===== src/rtl/mc_main_control.sv =====
// Multicycle MIPS main control FSM: sequences fetch/decode/execute/memory/writeback
// and drives all datapath strobes; memory states stall until MemReady.
module mc_main_control #(
  parameter bit ADDI_EN = 1'b1
) (
  input  logic       clk,
  input  logic       reset,
  input  logic [5:0] Op,
  input  logic       MemReady,
  output logic       PCWrite,
  output logic       PCWriteCond,
  output logic       IorD,
  output logic       MemRead,
  output logic       MemWrite,
  output logic       MemtoReg,
  output logic       IRWrite,
  output logic [1:0] PCSource,
  output logic [1:0] ALUOp,
  output logic       ALUSrcA,
  output logic [1:0] ALUSrcB,
  output logic       RegWrite,
  output logic       RegDst,
  output logic       IllegalOp,
  output logic [3:0] State
);

  typedef enum logic [3:0] {
    FETCH  = 4'd0,  DECODE = 4'd1,  MEMADR = 4'd2,  MEMRD  = 4'd3,
    MEMWB  = 4'd4,  MEMWR  = 4'd5,  EXEC   = 4'd6,  RWB    = 4'd7,
    BRANCH = 4'd8,  JUMP   = 4'd9,  ADDIEX = 4'd10, ADDIWB = 4'd11
  } state_t;

  localparam logic [5:0] OP_LW   = 6'b100011;
  localparam logic [5:0] OP_SW   = 6'b101011;
  localparam logic [5:0] OP_R    = 6'b000000;
  localparam logic [5:0] OP_BEQ  = 6'b000100;
  localparam logic [5:0] OP_J    = 6'b000010;
  localparam logic [5:0] OP_ADDI = 6'b001000;

  state_t state, nxt;

  always_ff @(posedge clk) begin
    if (reset) state <= FETCH;
    else       state <= nxt;
  end

  assign State = state;

  always_comb begin
    nxt         = FETCH;
    PCWrite     = 1'b0;
    PCWriteCond = 1'b0;
    IorD        = 1'b0;
    MemRead     = 1'b0;
    MemWrite    = 1'b0;
    MemtoReg    = 1'b0;
    IRWrite     = 1'b0;
    PCSource    = 2'b00;
    ALUOp       = 2'b00;
    ALUSrcA     = 1'b0;
    ALUSrcB     = 2'b00;
    RegWrite    = 1'b0;
    RegDst      = 1'b0;
    IllegalOp   = 1'b0;
    case (state)
      FETCH: begin
        MemRead = 1'b1;
        ALUSrcB = 2'b01;
        IRWrite = MemReady;
        PCWrite = MemReady;
        nxt     = MemReady ? DECODE : FETCH;
      end
      DECODE: begin
        // ALU computes the branch target speculatively while Op is decoded
        ALUSrcB = 2'b11;
        case (Op)
          OP_LW, OP_SW: nxt = MEMADR;
          OP_R:         nxt = EXEC;
          OP_BEQ:       nxt = BRANCH;
          OP_J:         nxt = JUMP;
          OP_ADDI: begin
            if (ADDI_EN) nxt = ADDIEX;
            else         IllegalOp = 1'b1;
          end
          default:      IllegalOp = 1'b1;
        endcase
      end
      MEMADR: begin
        ALUSrcA = 1'b1;
        ALUSrcB = 2'b10;
        nxt     = (Op == OP_SW) ? MEMWR : MEMRD;
      end
      MEMRD: begin
        MemRead = 1'b1;
        IorD    = 1'b1;
        nxt     = MemReady ? MEMWB : MEMRD;
      end
      MEMWB: begin
        RegWrite = 1'b1;
        MemtoReg = 1'b1;
      end
      MEMWR: begin
        MemWrite = 1'b1;
        IorD     = 1'b1;
        nxt      = MemReady ? FETCH : MEMWR;
      end
      EXEC: begin
        ALUSrcA = 1'b1;
        ALUOp   = 2'b10;
        nxt     = RWB;
      end
      RWB: begin
        RegWrite = 1'b1;
        RegDst   = 1'b1;
      end
      BRANCH: begin
        ALUSrcA     = 1'b1;
        ALUOp       = 2'b01;
        PCWriteCond = 1'b1;
        PCSource    = 2'b01;
      end
      JUMP: begin
        PCWrite  = 1'b1;
        PCSource = 2'b10;
      end
      ADDIEX: begin
        ALUSrcA = 1'b1;
        ALUSrcB = 2'b10;
        nxt     = ADDIWB;
      end
      ADDIWB: RegWrite = 1'b1;
      default: nxt = FETCH;
    endcase
  end

endmodule


===== config.mk =====
export PLATFORM = sky130hd
export DESIGN_NAME = mc_main_control
export DESIGN_NICKNAME = d
export VERILOG_FILES = /design/src/rtl/mc_main_control.sv
export SDC_FILE = /design/constraint.sdc
export NUM_CORES = 1
export LEC_CHECK = 0
export CAP_MARGIN = 20
export CORE_MARGIN = 2
export CORE_UTILIZATION = 40
export CTS_CLUSTER_DIAMETER = 50
export DETAILED_ROUTE_END_ITERATION = 16
export HOLD_SLACK_MARGIN = 0.03
export PLACE_DENSITY = 0.91
export SYNTH_ARGS = -nofsm -noshare
export SYNTH_HDL_FRONTEND = slang
export SYNTH_SLANG_ARGS = --single-unit

===== constraint.sdc =====
create_clock -name clk -period 2.9 [get_ports clk]
set_input_delay 0.58 -clock clk [delete_from_list [all_inputs] [get_ports clk]]
set_output_delay 0.58 -clock clk [all_outputs]
set_load 0.02 [all_outputs]

* Yosys cells after proc, flatten, opt, wreduce, memory -nomap -nowiden
Index checks and enable logic that the tools add are counted.
** Word-level totals
- Register bits after elaboration :: 4
- Bits in latches :: 0
- RAM bits :: 0
- Bits in read-only memories :: 0
- Input port bits :: 9
- Memories :: 0
** Cells by class
- Add/subtract/negate cells :: 0
- Multipliers :: 0
- Divide/modulo/power cells :: 0
- Magnitude comparators :: 0
- Equality and inequality tests :: 16
- Shift-type cells :: 0
- Mux-type cells :: 21
- Bitwise logic cells :: 0
- Reduce and logical (&&, ||, !) cells :: 9
** Operator list (number)
- $pmux W4 S7 :: 1
- $pmux W4 S5 :: 1
- $eq A4 B3 Y1 const B :: 4
- $eq A4 B4 Y1 const B :: 4
- $eq A6 B6 Y1 const B :: 2
- $mux W1 :: 12
- $mux W3 :: 3
- $eq A4 B2 Y1 const B :: 2
- $pmux W2 S2 :: 2
- $reduce_or A2 Y1 :: 4
- $eq A6 B2 Y1 const B :: 1
- $eq A6 B3 Y1 const B :: 1
- $eq A6 B4 Y1 const B :: 1
- $logic_not A6 Y1 :: 1
- $pmux W2 S3 :: 1
- $reduce_or A6 Y1 :: 1
- $eq A4 B1 Y1 const B :: 1
- $logic_not A4 Y1 :: 1
- $reduce_or A4 Y1 :: 1
- $reduce_or A3 Y1 :: 1
- $pmux W1 S2 :: 1

* Logic depth before layout (Yosys ltp)
- Depth in word-level cells :: 4
- Mapped depth :: 5

* Least setup slack after synthesis
OpenSTA, ideal clock, no wires.
- Kind :: reg-to-output
- Start point :: register state[3] (netlist: State[3])
- End point :: output port ALUOp[0]
- Arrival :: 1.643 ns
- Data required time :: 2.320 ns
- Setup slack :: 0.677 ns
- Stages on the path, launching flop included :: 5
- Buffers on the path :: 2
- Cells stage by stage :: dfxtp_1 > buf_2 > nand2_1 > nor3_1 > buf_4
** Between the ends
- Cells in the longest elaborated chain, start to end :: 2
- Elaborated cells on any way between the ends :: 3
** RTL lines
- start: declaration :: RTL line 40 : state_t state, nxt;
- start signal: assignment :: RTL line 44 : else state <= nxt;
- $eq A4 B4 Y1 / $eq A4 B3 Y1 (equally long branches) :: RTL line 65 : case (state)
- $pmux W2 S2 * :: RTL line 65
- end: declaration :: RTL line 18 : output logic [1:0] ALUOp,
Mark *: on every way between the ends. The rest lies on a longest branch, timed or not.

* Worst setup path after layout
- Start point :: input port MemReady
- End point :: output port IRWrite
** Between the ends
- Cells in the longest elaborated chain, start to end :: 1
** RTL lines
- start: declaration :: RTL line 9 : input logic MemReady,
- $mux W1 :: RTL line 65
- end: declaration :: RTL line 16 : output logic IRWrite,
Every way passes these cells.

==> impl_metrics.json <==
{
  "dp_cells": 123,
  "period_minus_slack_ns": 2.66,
  "r2r_cells": 4,
  "clock_power_share_pct": 35.3,
  "synth_common_cells": "11 x nor3_1, 8 x nor2_1, 7 x nand2_1",
  "worstMarginPinSlew_ns": 0.624,
  "insertion_delay_ns": 0.24,
  "postCtsSetupRepairBufs": 0,
  "setup_violations": 0,
  "fillCellCount": 115,
  "yosysTopAreaCell": "dfxtp_1",
  "vias": 716,
  "final-hold-violation-count": 0,
  "yosys_register_bits": 4,
  "viasPerCell": 5.68,
  "firstDrtPassIters": 4,
  "power.internal_w": 0.000139,
  "crit_chain": "clkdlybuf4s50_1, buf_4, nand3_1, nor3_1, clkdlybuf4s50_1",
  "rsz0062_at_grt": "no",
  "cts_hold_buf": 0,
  "critPathMaxStageDelay_ns": 0.64,
  "maxSlewViolCount": 0,
  "fp.dieArea_um2": 1640,
  "arrival_ns": 2.08,
  "crit_cells": 5,
  "crit_slowest_cell": "clkdlybuf4s50_1",
  "post_cts_resized": 2,
  "port_buffers": 29,
  "drt_first_iter_violations": 23,
  "yosysMostFrequentCell": "nor3_1",
  "synth_area_leaders": "dfxtp_1 15%, nor3_1 10%, a21oi_1 5.6%",
  "clk_pin_slew_ns": 0.04,
  "r2r-start": "State[2]",
  "setup.worst_path.end": "IRWrite",
  "synth-async-reset-ratio_pct": 0,
  "final_antenna_net_count": 0,
  "dpl.hpwl_mm": 1.26,
  "rr_endpoint": "State[2]",
  "syn_inst": 80,
  "slew_headroom_pct": 58.3,
  "die_w_um": 40.5,
  "p_leak_nw": 0.330,
  "regArea_um2": 80.1,
  "synth.yosys.seq_area_share_pct": 15.0,
  "worst_ep_required_time_ns": 2.32,
  "antenna_found_initial": 0,
  "cts.sinks": 4,
  "area_growth_pct": 62.7,
  "final_cells": 126,
  "synth_edf_count": 0,
  "grt_usage_pct": 22.8,
  "wl_mm": 1.68,
  "ys_types": 33,
  "drv_cap": 0,
  "startpoint": "MemReady",
  "grt_pass1_vias": 580,
  "startpoint_type": "input pin",
  "ir_drop_mv": 0.176,
  "p_per_area_nw_per_um2": 236,
  "worstPathBufferInverterCount": 3,
  "criticalPathCategory": "input pin to output port",
  "p_seq_share_pct": 28.6,
  "fin_crit_sh_pct": 91.8,
  "fin_util_pct": 68.3,
  "yosys_warnings": 0,
  "drive_gt1_share_pct": 13.5,
  "netlist_area_um2": 533,
  "diodes": 0,
  "outcome": "complete, no violations",
  "yosys.area.top_type_share_pct": 15.0,
  "fin_nets": 122,
  "fin_setup_tns_ns": 0,
  "cts_buffer_depth": 2,
  "r2r_setup_slack_ns": 1.30,
  "gr-total-overflow": 0,
  "placementRows": 13,
  "placeableCoreArea_um2": 1270,
  "cp_top_family": "buffers and inverters",
  "largest_reg_flops": 4,
  "htreeDepth": 1,
  "power_frac_comb_pct": 36.1,
  "syn_nets": 89,
  "crit_fanout": 6,
  "tritoncts": "done",
  "fin_skew_ns": 0.00667,
  "postSynthAreaPerCell_um2": 6.66,
  "hp-class": "flip-flop to flip-flop",
  "io_pins": 30,
  "cts_root_buf": "clkbuf_4",
  "fp.dieH_um": 40.5,
  "remaining_drc_errors": 0,
  "grt_max_degree": 19,
  "routedWlPerCell_um": 13.4,
  "cts-buffers-inserted": 3,
  "max_clock_freq_mhz": 376,
  "start_util_pct": 42.0,
  "netSwitchingFraction_pct": 31.8,
  "power_switching_w": 0.0000650,
  "synth_flop_cell": "dfxtp_1",
  "grt_pass1_wl_mm": 2.50,
  "cp-end-kind": "output port",
  "multi_input_area_um2": 398,
  "gp_congestion": 0.876,
  "cp_common_cell": "clkdlybuf4s50_1"
}
-- power by group through the flow --
stage | Sequential [W] | Combinational, W | Clock, W
global placement | 0.0000592 | 0.0000723 | 0
global route | 0.0000587 | 0.0000801 | 0.0000777
detailed placement | 0.0000594 | 0.0000744 | 0
CTS | 0.0000585 | 0.0000735 | 0.0000737
floorplan | 0.0000609 | 0.0000339 | 0
finish | 0.0000585 | 0.0000739 | 0.0000721
-- cells in the final DEF, fill, tap and decap left out, drive strengths merged --
master | Yosys | final
clkdlybuf4s50 | 0 | 27
nor3 | 13 | 13
nor2 | 8 | 8
nand2 | 7 | 7
buf | 7 | 7
a21oi | 6 | 6
dfxtp | 4 | 4
nand2b | 4 | 4
and3 | 3 | 3
clkbuf | 1 | 3
nor3b | 3 | 3
o21ai | 3 | 3
xor2 | 2 | 2
o211ai | 2 | 2
a41oi | 2 | 2
o22ai | 2 | 2
o311ai | 2 | 2
dlygate4sd2 | 0 | 2
inv | 2 | 2
nand3 | 1 | 1
and3b | 1 | 1
a211oi | 1 | 1
o21bai | 1 | 1
nor4 | 1 | 1
nand4b | 1 | 1
nand3b | 1 | 1
a222oi | 1 | 1
a31oi | 1 | 1
-- per-stage QoR --
step | instance area, um^2 | total power [W] | hold slack [ns] | setup slack [ns]
6_report | 867 | 0.000205 | 0.713 | 0.238
5_1_grt | 867 | 0.000216 | 0.755 | 0.157
4_1_cts | 867 | 0.000206 | 0.716 | 0.237
3_5_place_dp | 847 | 0.000134 | 0.708 | -0.0278
3_3_place_gp | 847 | 0.000131 | 0.701 | 0.0227
2_1_floorplan | 533 | 0.0000948 | 0.651 | 0.677
-- cells by family after synthesis --
logic type,share of synthesized area (%)
AO/OA/AOI/OAI,26.1
flip-flops,15.0
buffers and inverters,10.3
AND/OR/NAND/NOR,45.3
XOR/XNOR,3.29
-- worst register-to-register path: stages, from the launching register on --
cell and delay, ns:
dfxtp_1 0.71, inv_1 0.19, o311ai_1 0.40, a222oi_1 0.12, nor2_1 0.11
-- routing by layer --
metal  vias up  GRT usage, %  wire length [um]
li1        365             -                 -
met1       322          31.1               752
met2        27          32.5               794
met3         2          6.67               120
met4         0          10.0                16
met5         -             0                 0
-- how the worst min path moves through the flow --
stage	startpoint	end	slack [ns]	depth (start not counted)
final	State[1]	State[1]	0.71	3
after CTS	State[1]	State[1]	0.72	3
after floorplan	reset	State[3]	0.65	1
after global placement	State[1]	State[1]	0.70	3
after detailed placement	State[1]	State[1]	0.71	3
after global routing	State[1]	State[1]	0.75	3
-- cell type report --
| type | instances | share of cell area, % |
|---|---|---|
| multi-input combinational | 66 | 45.9 |
| timing repair buffer | 36 | 39.2 |
| sequential | 4 | 9.24 |
| clock buffer | 3 | 2.60 |
| tap | 15 | 2.16 |
| inverter | 2 | 0.866 |
Power figures use the tool's default switching activity.
